$ cat config.mk
export PLATFORM = sky130hd
export DESIGN_NAME = uart_rx_fsm
export DESIGN_NICKNAME = d
export VERILOG_FILES = /design/src/rtl/uart_rx_fsm.sv
export SDC_FILE = /design/constraint.sdc
export NUM_CORES = 1
export LEC_CHECK = 0
export ABC_AREA = 1
export CORE_UTILIZATION = 24
export DETAILED_ROUTE_END_ITERATION = 7
export PLACE_DENSITY = 0.51
export SETUP_SLACK_MARGIN = 0.4
export SLEW_MARGIN = 20
export SYNTH_ARGS = -nofsm -noshare
export SYNTH_HDL_FRONTEND = slang
export SYNTH_SLANG_ARGS = --single-unit
$ cat constraint.sdc
create_clock -name CLK -period 5.3 [get_ports CLK]
set_input_delay 0.795 -clock CLK [delete_from_list [all_inputs] [get_ports CLK]]
set_output_delay 0.795 -clock CLK [all_outputs]
set_load 0.01 [all_outputs]
$ cat src/rtl/uart_rx_fsm.sv
// UART receive frame sequencer: start-edge detect, edge/bit counting,
// sampler/checker/deserializer enables and the frame-accept strobe.
module uart_rx_fsm (
  input  logic       CLK,
  input  logic       RST,
  input  logic       RX_IN,
  input  logic       PAR_EN,
  input  logic [5:0] Prescale,
  input  logic       strt_glitch,
  input  logic       par_err,
  input  logic       stp_err,
  output logic [5:0] edge_cnt,
  output logic [3:0] bit_cnt,
  output logic       dat_samp_en,
  output logic       strt_chk_en,
  output logic       par_chk_en,
  output logic       stp_chk_en,
  output logic       deser_en,
  output logic       data_valid
);

  typedef enum logic [2:0] {
    IDLE   = 3'd0,
    START  = 3'd1,
    DATA   = 3'd2,
    PARITY = 3'd3,
    STOP   = 3'd4
  } state_e;

  state_e     state_q, state_d;
  logic [5:0] edge_q, edge_d;
  logic [3:0] bit_q, bit_d;
  logic       perr_q, perr_d;
  logic       deser_q, deser_d;
  logic       valid_q, valid_d;
  logic [5:0] last_edge;
  logic       bit_end;

  assign last_edge = Prescale - 6'd1;
  assign bit_end   = (edge_q == last_edge);

  always_comb begin
    state_d = state_q;
    edge_d  = edge_q + 6'd1;
    bit_d   = bit_q;
    perr_d  = perr_q;
    valid_d = 1'b0;
    if (bit_end) begin
      edge_d = 6'd0;
      bit_d  = bit_q + 4'd1;
    end
    unique case (state_q)
      IDLE: begin
        edge_d = 6'd0;
        bit_d  = 4'd0;
        if (!RX_IN) begin
          state_d = START;
          perr_d  = 1'b0;
        end
      end
      START: begin
        if (bit_end) begin
          if (strt_glitch) begin
            state_d = IDLE;
            bit_d   = 4'd0;
          end else begin
            state_d = DATA;
          end
        end
      end
      DATA: begin
        if (bit_end && bit_q == 4'd8)
          state_d = PAR_EN ? PARITY : STOP;
      end
      PARITY: begin
        if (bit_end) begin
          state_d = STOP;
          perr_d  = par_err;
        end
      end
      STOP: begin
        if (bit_end) begin
          valid_d = !perr_q && !stp_err;
          bit_d   = 4'd0;
          // A low line at stop end is the next start edge
          if (!RX_IN) begin
            state_d = START;
            perr_d  = 1'b0;
          end else begin
            state_d = IDLE;
          end
        end
      end
      default: begin
        state_d = IDLE;
        edge_d  = 6'd0;
        bit_d   = 4'd0;
      end
    endcase
    // Strobe lands on the bit-end cycle of each data bit
    deser_d = (state_d == DATA) && (edge_d == last_edge);
  end

  always_ff @(posedge CLK or negedge RST) begin
    if (!RST) begin
      state_q <= IDLE;
      edge_q  <= 6'd0;
      bit_q   <= 4'd0;
      perr_q  <= 1'b0;
      deser_q <= 1'b0;
      valid_q <= 1'b0;
    end else begin
      state_q <= state_d;
      edge_q  <= edge_d;
      bit_q   <= bit_d;
      perr_q  <= perr_d;
      deser_q <= deser_d;
      valid_q <= valid_d;
    end
  end

  assign edge_cnt    = edge_q;
  assign bit_cnt     = bit_q;
  assign dat_samp_en = (state_q != IDLE);
  assign strt_chk_en = (state_q == START);
  assign par_chk_en  = (state_q == PARITY);
  assign stp_chk_en  = (state_q == STOP);
  assign deser_en    = deser_q;
  assign data_valid  = valid_q;

endmodule

# --- Yosys cells after proc, flatten, opt, wreduce, memory -nomap -nowiden ---
# Cells that the tools add are included.
totals:
  in_bits: 13
  reg_bits: 16
op_classes:
  reduce_logical: 11
  eq_ne: 10
  mux: 22
  n_addsub: 3
ops:
  columns: ["operator", "n"]
  rows:
  - ["$mux 3", 6]
  - ["$mux 4", 4]
  - ["$pmux 3 s5", 1]
  - ["$eq 6x6->1", 2]
  - ["$mux 6", 2]
  - ["$pmux 4 s3", 1]
  - ["$eq 3x2->1 const B", 3]
  - ["$add 6x1->6 const B", 1]
  - ["$mux 1", 6]
  - ["$reduce_bool 3->1", 2]
  - ["$sub 6x1->6 const B", 1]
  - ["$add 4x1->4 const B", 1]
  - ["$eq 4x4->1 const B", 1]
  - ["$ne 2x1->1 const B", 2]
  - ["$reduce_or 4->1", 1]
  - ["$eq 3x1->1 const B", 1]
  - ["$eq 3x3->1 const B", 1]
  - ["$logic_and 1x1->1", 3]
  - ["$logic_not 3->1", 1]
  - ["$pmux 1 s3", 1]
  - ["$reduce_and 3->1", 1]
  - ["$logic_not 1->1", 2]
  - ["$mux 2", 1]
  - ["$reduce_or 2->1", 1]

# --- Logic depth before layout (Yosys ltp) ---
# Gate-level depths: netlist of run 1.
depth:
  word_depth: 7
  mapped_depth: 17
  mapped_depth_nobuf: 17

# --- Worst setup path before layout of run 1 ---
# No wires, ideal clock.
synth_path:
  kind: "in2reg"
  startpoint: "input port Prescale[0]"
  endpoint: "register bit_q[0], in the netlist bit_cnt[0]"
  arrival_ps: 2338
  cell_stages: 14
  required_ps: 5162
  path_buffers: 1
  slack_ps: 2825
  cell_sequence: "inv_2 > ha_1 > inv_1 > nand2_1 > nand2_1 > nor2_1 > nand3_1 > nor2_2 > nand3_2 > buf_4 > ha_1 > nand2_1 > o21ai_0 > o221ai_1"
synth_between:
  elab_chain_len: 6
  elab_cells_between_ends: 7
  cone_classes: "add/sub: 1; eq/ne: 1; mux: 5"
synth_lines:
  columns: ["element", "line", "text"]
  rows:
  - ["from (decl)", "8", "input logic [5:0] Prescale,"]
  - ["$sub 6x1->6 *", "39", "assign last_edge = Prescale - 6'd1;"]
  - ["$eq 6x6->1 *", "40", "assign bit_end = (edge_q == last_edge);"]
  - ["$mux 4", "48", "if (bit_end) begin"]
  - ["$mux 4", "63", "if (strt_glitch) begin"]
  - ["$mux 4", "62", "if (bit_end) begin"]
  - ["$pmux 4 s3 *", "52", "unique case (state_q)"]
  - ["net bit_d[0]", "32", "logic [3:0] bit_q, bit_d;"]
  - ["to (signal assigned)", "115", "bit_q <= bit_d;"]
  - ["to (decl)", "32", null]
# Mark *: on every way through the listed nets, which the timed path passes. The rest lies on a longest branch.
# A chain may end at the register's enable or synchronous reset.

# --- Worst setup path in the final report of run 1 ---
layout_path:
  startpoint: "input port Prescale[0]"
  endpoint: "register deser_q, in the netlist deser_en"
layout_between:
  elab_chain_len: 7
  elab_cells_between_ends: 13
  cone_classes: "add/sub: 1; eq/ne: 3; mux: 7; reduce/logical: 2"
layout_lines:
  columns: ["element", "line", "text"]
  rows:
  - ["$sub 6x1->6 *", "39", null]
  - ["$eq 6x6->1 *", "40", null]
  - ["$logic_and 1x1->1", "72", "if (bit_end && bit_q == 4'd8)"]
  - ["$mux 3", "72", null]
  - ["$pmux 3 s5 *", "52", null]
  - ["net state_d[2]", "30", "state_e state_q, state_d;"]
  - ["$eq 3x2->1 *", "101", "deser_d = (state_d == DATA) && (edge_d == last_edge);"]
  - ["$logic_and 1x1->1 *", "101", null]
  - ["net deser_d", "34", "logic deser_q, deser_d;"]
  - ["to (signal assigned)", "117", "deser_q <= deser_d;"]
  - ["to (decl)", "34", null]
# Marks and branches as above.

==> run metrics, run 1 <==
Tcrit/Tclk final=62.1%; insertion delay to the later sink of the worst-skew pair=0.25 ns; worst setup path startpoint=Prescale[0]; r2r endpoint=deser_en; Final Skew=0.00108 ns; clock sinks=16; Pre-antenna DRT Iters=4; worst-path fanout max=22; Seq/Total Area, Yosys=29.9%; share of layout cells above drive strength 1=6.33%; Yosys top cell area share=29.9%; Tightest Hold Check Type=reg -> reg; Core Util, Final=33.1%; fillers=580; Synth Instances=208; Yosys reg bits=16; Synth Flop Type=dfrtp_1; Setup crit start kind=primary input; Synth area leaders=dfrtp_1 30%, nand2_1 18%, inv_1 11%, nand3_1 9.0%, nor2_1 4.8%; final setup TNS=0 ns; final setup violating endpoints=0; largest net degree at the start of global routing=23; Hold Crit Endpoint=data_valid; starting density of the core=25.6%; hold buffers post-CTS=0; Final Net Count=257; Rows=26; Hold Vio Cnt, Final=0; Synth top cells by count=65 x nand2_1, 39 x inv_1, 24 x nand3_1; maximum VDD drop=0.128 mV; CTS tree=done; vias post-DR=1328; Worst-path clk slew=0.07 ns; CP Capture Type=register; DR DRC count=0; Detail Route Antenna Nets=0; overall power=0.000592 W; reg2reg start=edge_cnt[0]; ys async rst share=100%; die height=76.8 um; worst reg2reg setup slack=3.04 ns; root buf cell=clkbuf_8; worst hold path cell count=1; # diodes=0; crit path DAT=3.48 ns; DR WL/cell=11.2 um; Mapped Avg Cell Area=6.45 um2; Yosys cell types=26; I/O pin count=29; worst reg2reg path depth=14; synth warn=0; RSZ-0062 raised after global routing=no; max_slew headroom=49.8%; Pwr per Cell Area=342 nW/um2; overall routing resource usage=12.6%; GR Overflow Total=0; Leak=0.894 nW; initial antenna violation count=0; Post-synth EDFFs=0; Area growth syn-to-layout=29.1%; dominant cell type by area after synthesis=dfrtp_1; status=finished, final reports clean; critical hold path startpoint=perr_q; final WL=3440 um; PortBufs=28; number of global-route vias before repair=1298; critical path required time=5.49 ns; # Post-CTS Setup Buffers=0; Synth Cell Area=1340 um2; die area=5890 um2; Max Buffers Root-to-Sink=2; first-pass GRT wire length=5980 um; Max-Cap Viols=0; DP Wirelength=2720 um; Vias/cell=4.33; CTS resizes=0; Core Area=5240 um2; htree depth=1; Least-Margin Pin Slew=0.751 ns; CTS Buf Count=3; kind of critical path=in -> reg; DIE WIDTH=76.8 um; Final GP Congestion=0.865; Synth Net Count=226; Final Critical Period=3.29 ns; Iter 0 DRT Violations=57; most frequent cell after synthesis=nand2_1; fmax=304 MHz; Slew Viols, Final=0
[worst max-delay path: stages]
cell and delay (ns):
clkdlybuf4s50_1 0.51, inv_2 0.10, ha_1 0.35, inv_1 0.07, nand2_1 0.06, nand2_1 0.05
nor2_1 0.10, nand3_1 0.09, nor2_2 0.14, nand3_2 0.41, nand2_1 0.32, o21ai_0 0.13
inv_1 0.07, nand2_1 0.07, nor2_1 0.09, nand2_1 0.05, nor2_1 0.08
[worst max-delay path by stage]
stage	to	slack (ns)
finish	deser_en	2.01
global route	deser_en	1.67
CTS	deser_en	2.02
detailed placement	deser_en	1.76
global placement	deser_en	1.79
floorplan	bit_cnt[0]	2.82
[where the power goes]
group | internal [W] | switching (W) | total [W] | leakage [nW]
Sequential | 0.000149 | 0.0000339 | 0.000183 | 0.212
Combinational | 0.000131 | 0.000181 | 0.000313 | 0.661
Clock | 0.0000506 | 0.0000454 | 0.0000960 | 0.0216
Total | 0.000331 | 0.000261 | 0.000592 | 0.894
[final cells by class]
| class | instances | area (um2) | area share, % |
|---|---|---|---|
| clock buffers | 3 | 41.3 | 2.38 |
| repair buffers | 28 | 280 | 16.2 |
| inverters | 40 | 150 | 8.67 |
| well taps | 70 | 87.6 | 5.06 |
| multi-input cells | 150 | 772 | 44.6 |
| flip-flops and latches | 16 | 400 | 23.1 |
[sequential cells by signal (all words and copies together), names as in the netlist]
| register | flops |
|---|---|
| edge_cnt | 6 |
| deser_en | 1 |
| bit_cnt | 4 |
| perr_q | 1 |
| data_valid | 1 |
| state_q | 3 |
[stage by stage]
stage	std cells	cell area (um2)	worst slack, ns	hold WS [ns]
4_1_cts	307	1730	2.02	0.463
2_1_floorplan	208	1340	2.82	0.432
3_3_place_gp	304	1690	1.79	0.455
3_5_place_dp	304	1690	1.76	0.454
5_1_grt	307	1730	1.67	0.498
6_report	307	1730	2.01	0.460
[routing by layer]
layer | vias up | track usage [%] | share of wire (%)
met3 | 4 | 2.62 | 3.0
met1 | 601 | 17.2 | 51
li1 | 710 | - | -
met4 | 0 | 3.46 | 1.3
met5 | - | 0 | 0
met2 | 13 | 19.9 | 45
[placed cells by master (no fill, tap or decap), drive strengths merged]
cell type	n
nand2	68
inv	40
clkdlybuf4s50	28
nand3	26
nor2	22
dfrtp	16
nand4	5
xor2	5
ha	5
o21ai	4
nand3b	3
clkbuf	3
a21oi	2
a31oi	2
o211ai	2
and2	1
nor3b	1
nor3	1
o31ai	1
o221ai	1
nor4	1
[cells by family after synthesis]
family,count (synthesis),share of synthesized area (%)
compound gates,12,5.50
xor+xnor,5,3.26
fa+ha+maj,5,4.66
buf+inv,42,12.6
flops,16,29.9
simple gates,128,44.1
(Power assumes the default switching activity.)
==> run 2, diff against run 1 <==
--- a/config.mk
+++ b/config.mk
@@ -8,7 +8,7 @@
 export ABC_AREA = 1
 export CORE_UTILIZATION = 24
 export DETAILED_ROUTE_END_ITERATION = 7
-export PLACE_DENSITY = 0.51
+export PLACE_DENSITY = 0.52
 export SETUP_SLACK_MARGIN = 0.4
 export SLEW_MARGIN = 20
 export SYNTH_ARGS = -nofsm -noshare
==> constraint.sdc (replaced) <==
create_clock -name CLK -period 2.9 [get_ports CLK]
set_input_delay 0.435 -clock CLK [delete_from_list [all_inputs] [get_ports CLK]]
set_output_delay 0.435 -clock CLK [all_outputs]
set_load 0.01 [all_outputs]
==> run metrics, run 2 (synthesized netlist as in run 1, its figures left out) <==
share of layout cells above drive strength 1=9.50% (+3.2 points); Final Net Count=262 (+1.9%); final setup violating endpoints=0 (unchanged); DR WL/cell=11.0 um (-2.2%); Core Area=5240 um2 (unchanged); Final Critical Period=2.25 ns; fillers=585 (+0.86%); Leak=0.936 nW (+4.7%); Clock Power Share=15.2% (-1.0 points); most frequent cells in the layout=63 x nand2_1, 39 x inv_1, 26 x clkdlybuf4s50_1; crit-path most repeated cell=nand2_1; Pwr per Cell Area=609 nW/um2 (+78%); Comb pwr share=54.0% (+1.2 points); GR Overflow Total=0 (unchanged); first-pass GRT wire length=6020 um (+0.57%); Vias/cell=4.44 (+2.6%); starting density of the core=25.6% (unchanged); CTS tree=done; crit-path leading delay family=simple AND/OR/NAND/NOR gates; Tcrit/Tclk final=77.7%; switching share of power=43.6% (-0.44 points); # diodes=0 (unchanged); largest net degree at the start of global routing=17 (-26%); final WL=3420 um (-0.58%); critical hold path startpoint=perr_q; Rows=26 (unchanged); Tightest Hold Check Type=reg -> reg; Largest register FFs=6 (unchanged); Hold Vio Cnt, Final=0 (unchanged); die area=5890 um2 (unchanged); Detail Route Antenna Nets=0 (unchanged); Max Buffers Root-to-Sink=2 (unchanged); Max-Cap Viols=0 (unchanged); Final GP Congestion=0.845 (-2.3%); Iter 0 DRT Violations=45 (-21%); crit path DAT=2.44 ns (-1.04 ns); DP Wirelength=2800 um (+3.0%); CTS Buf Count=3 (unchanged); internal power=0.000617 W (+86%); worst reg2reg setup slack=0.98 ns (-2.06 ns); CP endpoint=deser_en; htree depth=1 (unchanged); worst hold path cell count=1 (unchanged); status=finished, final reports clean; final setup TNS=0 ns (unchanged); r2r endpoint=deser_en; hold buffers post-CTS=0 (unchanged); Setup crit start kind=primary input; worst setup path startpoint=Prescale[2]; most common cell after layout, fill and taps aside=nand2_1; RSZ-0062 raised after global routing=no; maximum VDD drop=0.198 mV (+54%); Core Util, Final=34.3% (+1.2 points); critical path required time=3.08 ns (-2.41 ns); vias post-DR=1385 (+4.3%); Area growth syn-to-layout=33.9%; die height=76.8 um (unchanged); worst-path cell chain=clkdlybuf4s50_1 > nor2_1 > nand3_1 > nand3_1 > nand2_1 > nor2_2 > nand3_4 > buf_4 > nand2_1 > nand2_1 > nand2_1 > nand3_1 > nor2_1 > nand2_1 > nor2_1; Reg power frac=30.8% (-0.2 points); crit-path max cell delay=0.50 ns (about the same); Worst-path clk slew=0.06 ns (about the same); crit path max-delay cell type=clkdlybuf4s50_1; I/O pin count=29 (unchanged); worst-path fanout max=8 (-64%); Pre-antenna DRT Iters=4 (unchanged); CP Capture Type=register; number of global-route vias before repair=1340 (+3.2%); Crit path depth=15 (-2); P_sw=0.000477 W (+83%); initial antenna violation count=0 (unchanged); fmax=444 MHz; DIE WIDTH=76.8 um (unchanged); worst reg2reg path depth=15 (+1); insertion delay to the later sink of the worst-skew pair=0.25 ns (about the same); overall routing resource usage=12.5% (-0.14 points); kind of critical path=in -> reg; root buf cell=clkbuf_8; Slew Viols, Final=0 (unchanged); max_slew headroom=51.1% (+1.3 points); clock sinks=16 (unchanged); Least-Margin Pin Slew=0.732 ns (-0.0188 ns); Final Skew=0.000826 ns (-0.000251 ns); Buf+Inv Stages, Crit Path=2 (-2); PortBufs=28 (unchanged); DR DRC count=0 (unchanged); reg2reg start=edge_cnt[0]
-- run 2: cell types whose count changed in the layout (fill, tap and decap cells not counted), sizes merged --
cell | before | now
dlymetal6s2s | 0 | 2
buf | 0 | 5
clkdlybuf4s50 | 28 | 26
-- run 2: timing repair --
action / CTS / global route
pin swaps: 1 / 2
endpoints found under the setup margin: 2 / 6
gates resized for setup: 5 / 2
setup buffers: 1 / 0
-- run 2: final cells by class --
type                       instances  area (um2)  area share [%]
timing repair buffer              33         323            18.0
tap                               70        87.6            4.88
multi-input combinational        150         793            44.2
clock buffer                       3        41.3            2.30
inverter                          40         150            8.36
sequential                        16         400            22.3
-- run 2: per-layer routing --
| metal | GRT usage, % | part of all wire [%] | wire length [um] |
|---|---|---|---|
| met3 | 2.26 | 3.1 | 106 |
| met5 | 0 | 0 | 0 |
| met1 | 16.8 | 49 | 1690 |
| met4 | 2.88 | 0.56 | 19 |
| met2 | 20.4 | 47 | 1610 |
-- run 2: per-stage QoR --
stage                     setup WS [ns]  hold WS, ns  power, W  area [um2]  cells
final                             0.646        0.469   0.00109        1800    312
after global routing              0.419        0.518   0.00120        1800    312
after CTS                         0.401        0.465   0.00111        1790    312
after detailed placement          0.107        0.456  0.000917        1720    308
after global placement           0.0699        0.453  0.000916        1720    308
after floorplan                   0.785        0.139  0.000695        1340    208
-- run 2: worst min path at each step --
| stage | endpoint | slack (ns) |
|---|---|---|
| after global placement | data_valid | 0.45 |
| final | data_valid | 0.47 |
| after detailed placement | data_valid | 0.46 |
| after floorplan | bit_cnt[0] | 0.14 |
| after CTS | data_valid | 0.47 |
| after global routing | data_valid | 0.52 |
-- run 2: power by group through the flow --
stage / sequential, W / clock (W) / combinational [W]
final: 0.000337 / 0.000167 / 0.000590
after global routing: 0.000347 / 0.000184 / 0.000673
after CTS: 0.000337 / 0.000175 / 0.000596
after detailed placement: 0.000342 / 0 / 0.000575
after global placement: 0.000341 / 0 / 0.000575
after floorplan: 0.000340 / 0 / 0.000355
